$ cat config.mk
export PLATFORM = sky130hd
export DESIGN_NAME = ps2_kbd_decoder
export DESIGN_NICKNAME = d
export VERILOG_FILES = /design/src/rtl/ps2_kbd_decoder.sv
export SDC_FILE = /design/constraint.sdc
export NUM_CORES = 1
export LEC_CHECK = 0
export BUFFER_PORTS_ARGS = -buffer_cell sky130_fd_sc_hd__buf_4
export CORE_MARGIN = 3
export CORE_UTILIZATION = 37
export CTS_CLUSTER_DIAMETER = 100
export DETAILED_ROUTE_END_ITERATION = 10
export GPL_ROUTABILITY_DRIVEN = 0
export HOLD_SLACK_MARGIN = 0.06
export PLACE_DENSITY_LB_ADDON = 0.05
export SLEW_MARGIN = 40
export SYNTH_ARGS = -nofsm -noshare
export SYNTH_HDL_FRONTEND = slang
export SYNTH_SLANG_ARGS = --single-unit
$ cat constraint.sdc
create_clock -name clk_sys -period 5.6 [get_ports clk_sys]
set_input_delay 0.56 -clock clk_sys [delete_from_list [all_inputs] [get_ports clk_sys]]
set_output_delay 0.56 -clock clk_sys [all_outputs]
set_load 0.05 [all_outputs]
$ cat src/rtl/ps2_kbd_decoder.sv
// ps2_kbd_decoder: deserialises PS/2 keyboard frames, folds E0/F0 prefixes into flags
// and queues {released, extended, code} key events behind a valid/ready FIFO.
module ps2_kbd_decoder #(
  parameter int TIMEOUT = 4095,
  parameter int FIFO_AW = 3
) (
  input  logic       clk_sys,
  input  logic       reset,
  input  logic       ps2_kbd_clk,
  input  logic       ps2_kbd_data,
  output logic       key_valid,
  input  logic       key_ready,
  output logic [7:0] key_code,
  output logic       key_extended,
  output logic       key_released,
  output logic       frame_err,
  output logic       overflow
);
  localparam int TW = $clog2(TIMEOUT + 1);
  typedef enum logic [1:0] {IDLE, DATA, PARITY, STOP} state_t;
  state_t               state_q;
  logic                 prev_clk_q;
  logic [2:0]           cnt_q;
  logic [7:0]           shift_q;
  logic                 par_q;
  logic [TW-1:0]        tmr_q;
  logic                 byte_vld_q;
  logic [7:0]           byte_q;
  logic                 ext_q, rel_q;
  logic                 frame_err_q, overflow_q;
  logic [9:0]           mem_q [2**FIFO_AW];
  logic [FIFO_AW:0]     wptr_q, rptr_q;
  logic                 fall, timeout, frame_ok, err, empty, full, push, pop, wr;
  always_comb begin
    fall     = prev_clk_q & ~ps2_kbd_clk;
    timeout  = (state_q != IDLE) && !fall && (tmr_q == TW'(TIMEOUT - 1));
    frame_ok = ps2_kbd_data && (par_q == ~^shift_q);
    err      = timeout || (fall && state_q == STOP && !frame_ok);
    empty    = wptr_q == rptr_q;
    full     = (wptr_q[FIFO_AW] != rptr_q[FIFO_AW]) &&
               (wptr_q[FIFO_AW-1:0] == rptr_q[FIFO_AW-1:0]);
    push     = byte_vld_q && byte_q != 8'hE0 && byte_q != 8'hF0;
    pop      = !empty && key_ready;
    wr       = push && (!full || pop);
  end
  always_ff @(posedge clk_sys) begin
    if (reset) begin
      state_q     <= IDLE;
      prev_clk_q  <= 1'b1;
      cnt_q       <= '0;
      shift_q     <= '0;
      par_q       <= 1'b0;
      tmr_q       <= '0;
      byte_vld_q  <= 1'b0;
      byte_q      <= '0;
      ext_q       <= 1'b0;
      rel_q       <= 1'b0;
      frame_err_q <= 1'b0;
      overflow_q  <= 1'b0;
      wptr_q      <= '0;
      rptr_q      <= '0;
    end else begin
      prev_clk_q  <= ps2_kbd_clk;
      frame_err_q <= err;
      byte_vld_q  <= 1'b0;
      tmr_q       <= (fall || state_q == IDLE) ? '0 : tmr_q + 1'b1;
      if (timeout) state_q <= IDLE;
      else if (fall) begin
        case (state_q)
          IDLE: if (!ps2_kbd_data) begin
            state_q <= DATA;
            cnt_q   <= '0;
          end
          DATA: begin
            shift_q <= {ps2_kbd_data, shift_q[7:1]};
            cnt_q   <= cnt_q + 3'd1;
            if (cnt_q == 3'd7) state_q <= PARITY;
          end
          PARITY: begin
            par_q   <= ps2_kbd_data;
            state_q <= STOP;
          end
          STOP: begin
            state_q    <= IDLE;
            byte_vld_q <= frame_ok;
            byte_q     <= shift_q;
          end
        endcase
      end
      // Prefix flags survive across frames until an event is queued or a frame fails
      if (err || push) begin
        ext_q <= 1'b0;
        rel_q <= 1'b0;
      end else if (byte_vld_q) begin
        ext_q <= ext_q | (byte_q == 8'hE0);
        rel_q <= rel_q | (byte_q == 8'hF0);
      end
      if (wr) wptr_q <= wptr_q + 1'b1;
      if (pop) rptr_q <= rptr_q + 1'b1;
      if (push && !wr) overflow_q <= 1'b1;
    end
  end
  always_ff @(posedge clk_sys) begin
    if (wr) mem_q[wptr_q[FIFO_AW-1:0]] <= {rel_q, ext_q, byte_q};
  end
  always_comb begin
    key_valid = !empty;
    {key_released, key_extended, key_code} = empty ? 10'd0 : mem_q[rptr_q[FIFO_AW-1:0]];
    frame_err = frame_err_q;
    overflow  = overflow_q;
  end
endmodule
==> results.py <==
metrics = {
    "outcome": {
        "outcome": "finished clean",
    },
    "detailed_routing": {
        "drc_errors": 0,
        "drt_first_iter_violations": 224,
        "num_vias": 2905,
        "drtPass1Iterations": 4,
        "routedWlPerCell_um": 17.2,
        "antenna_left": 0,
        "vias_per_cell": 4.88,
        "routed_wl_mm": 10.2,
    },
    "timing": {
        "final_hold_viol_count": 0,
        "setup_violations": 0,
        "slew_violations": 0,
        "grt_setup_unrepaired": "no",
        "min_period_ns": 2.89,
        "skew_ns": 0.0108,
        "worstMarginPinSlew_ns": 0.812,
        "fmax_ghz": 0.346,
        "relSlewSlack_pct": 45.8,
        "setup_tns_ns": 0,
        "period_share_pct": 51.7,
    },
    "synth": {
        "yosys.area.top_type": "edfxtp_1",
        "async_reset_ff_share_pct": 0,
        "synthTopCellsByArea": "edfxtp_1 45%, dfxtp_1 19%, mux4_2 8.5%",
        "synth_area_per_cell_um2": 14.1,
        "synthFlopType": "edfxtp_1",
        "synth_edf_count": 80,
        "syn-num-nets": 391,
        "netlist_area_um2": 5290,
        "ys_seq_area_share_pct": 64.8,
        "yosys_warnings": 0,
        "synthCells": 376,
        "synth-seq-cells": 131,
        "synth_top_area_share_pct": 45.4,
        "synthDistinctLibCells": 46,
    },
    "die": {
        "die_area_um2": 15800,
        "die_h_um": 126,
        "core_area_um2": 13900,
        "rows": 43,
        "start_util_pct": 37.9,
        "chipWidth_um": 126,
        "ioPinCount": 18,
    },
    "clocking": {
        "cts_sinks": 131,
        "numCtsBuffers": 17,
        "htree_num_levels": 4,
        "cts_resized": 0,
        "ctsRootBufferMaster": "clkbuf_16",
        "clk_pin_slew_worst_paths_ns": 0.06,
        "tritoncts": "done",
        "insertion_delay_ns": 0.41,
        "post_cts_buffers": 0,
        "postCtsHoldBufs": 0,
        "clk_path_buf_depth": 2,
    },
    "worst_setup_path": {
        "cp_num_buf_inv": 1,
        "critPathCaptureType": "output pin",
        "worst-path-stages": 5,
        "worst-r2r-cell-count": 6,
        "setup.worst_path.end": "key_code[0]",
        "arrival_ns": 2.33,
        "critPathSlowestCell": "dfxtp_1",
        "reg2reg_to": "mem_q[0][8]$_DFFE_PP_",
        "crit_family": "simple AND/OR/NAND/NOR gates",
        "reg2reg_slack_ns": 2.80,
        "worstPathCellList": "xnor2_1, and3_1, and2_1, nor2_1, buf_4",
        "start_kind": "flip-flop",
        "path_class": "flip-flop to output pin",
        "slowest_delay_ns": 0.60,
        "worst_ep_required_time_ns": 5.04,
        "worst-path-max-fanout": 11,
        "r2r_start": "byte_q[3]$_SDFFE_PP0P_",
        "critPathLaunch": "wptr_q[0]$_SDFFE_PP0P_",
    },
    "pwr": {
        "internal-power_mw": 1.81,
        "switching_share_pct": 18.8,
        "p_per_area_nw_per_um2": 354,
        "power.switching_uw": 419,
        "peakVddDrop_uv": 216,
        "p_leak_nw": 2.12,
        "combPwrFrac_pct": 1.2,
        "clockPowerShare_pct": 53.3,
        "pwr-share-seq_pct": 45.5,
    },
    "placed_design": {
        "place_inst": 563,
        "placed_area_um2": 5660,
        "io_buffers": 17,
        "dp_hpwl_mm": 6.60,
    },
    "final_layout": {
        "syn_to_final_growth_pct": 19.1,
        "antennaDiodeCount": 0,
        "drive_above_1_share_pct": 20.7,
        "final_nets": 417,
        "final_cell_mix": "80 x edfxtp_1, 50 x dfxtp_1, 42 x nor2_1",
        "final_common_cell": "edfxtp_1",
        "final_cells": 595,
        "finish.instance_area_um2": 6290,
    },
    "global_routing": {
        "grt_pass1_vias": 3037,
        "overflow": 0,
        "grt_antenna_before_repair": 0,
        "grt_use_total_pct": 14.0,
        "grt_pass1_wl_mm": 16.5,
        "grt_max_degree": 37,
    },
    "hold_path": {
        "hold_path_class": "primary input to flip-flop",
    },
    "flow_run": {
        "drv_cap": 0,
    },
}
[area by class of cell]
| class | count | area (µm²) |
|---|---|---|
| tap | 180 | 225 |
| sequential | 131 | 3420 |
| timing repair buffer | 23 | 173 |
| clock buffer | 19 | 433 |
| fill | 1268 | 7640 |
| inverter | 9 | 33.8 |
| multi-input combinational | 220 | 1800 |
| clock inverter | 13 | 206 |
[per-stage QoR]
stage               worst slack (ns)  util [%]  total power [mW]  hold WS [ns]
global placement                2.81      40.5              1.06         0.473
global route                    2.55      45.2              2.30         0.323
detailed placement              2.75      40.6              1.06         0.478
floorplan                       3.10         -              1.06         0.453
CTS                             2.63      45.2              2.26         0.317
finish                          2.71      45.2              2.23         0.340
[logic make-up after synthesis]
kind of cell | Yosys count | synth area share (%)
mux | 43 | 13.0
xor+xnor | 21 | 4.00
compound gates | 29 | 3.34
buf+inv | 25 | 1.87
flops | 131 | 64.8
simple gates | 117 | 10.7
fa+ha+maj | 10 | 2.37
[flip-flops by register name, summed over array words and instances, names as in the netlist, named ones only]
register and cells:
tmr_q 12, byte_q 8, wptr_q 4, overflow 1, frame_err 1, state_q 2, prev_clk_q 1, byte_vld_q 1
cnt_q 3, par_q 1, mem_q 80, ext_q 1, rptr_q 4, rel_q 1, shift_q 8
[power groups by stage]
| stage | Sequential (mW) | Clock [mW] | Combinational (mW) |
|---|---|---|---|
| floorplan | 1.04 | 0 | 0.0197 |
| global route | 1.02 | 1.25 | 0.0302 |
| global placement | 1.04 | 0 | 0.0271 |
| CTS | 1.02 | 1.21 | 0.0273 |
| detailed placement | 1.04 | 0 | 0.0272 |
| finish | 1.02 | 1.19 | 0.0266 |
[worst min path at each step]
stage / from / endpoint / slack (ns) / depth (start not counted)
2_1_floorplan: tmr_q[0]$_SDFF_PP0_ / tmr_q[0]$_SDFF_PP0_ / 0.45 / 1
5_1_grt: ps2_kbd_clk / prev_clk_q$_SDFF_PP1_ / 0.32 / 2
4_1_cts: ps2_kbd_clk / prev_clk_q$_SDFF_PP1_ / 0.32 / 2
6_report: ps2_kbd_clk / prev_clk_q$_SDFF_PP1_ / 0.34 / 2
3_3_place_gp: tmr_q[11]$_SDFF_PP0_ / tmr_q[11]$_SDFF_PP0_ / 0.47 / 2
3_5_place_dp: par_q$_SDFFE_PP0P_ / par_q$_SDFFE_PP0P_ / 0.48 / 2
[per-layer routing]
metal | vias up | share of wire, % | GRT usage (%) | wire (µm)
li1 | 1440 | - | - | -
met1 | 1425 | 48 | 18.0 | 4870
met2 | 31 | 48 | 22.1 | 4930
met3 | 9 | 2.8 | 4.53 | 281
met4 | 0 | 1.2 | 5.55 | 119
met5 | - | 0 | 0 | 0
[cells in the mapped netlist (all sizes together), types with 5 or more instances]
| cell | instances |
|---|---|
| a21oi | 17 |
| clkbuf | 12 |
| dfxtp | 51 |
| edfxtp | 80 |
| ha | 10 |
| inv | 9 |
| mux2i | 22 |
| mux4 | 20 |
| nand2 | 30 |
| nand3 | 12 |
| nor2 | 43 |
| nor3 | 5 |
| xnor2 | 8 |
| xor2 | 11 |
No activity file was read; power rests on OpenSTA's default activity.
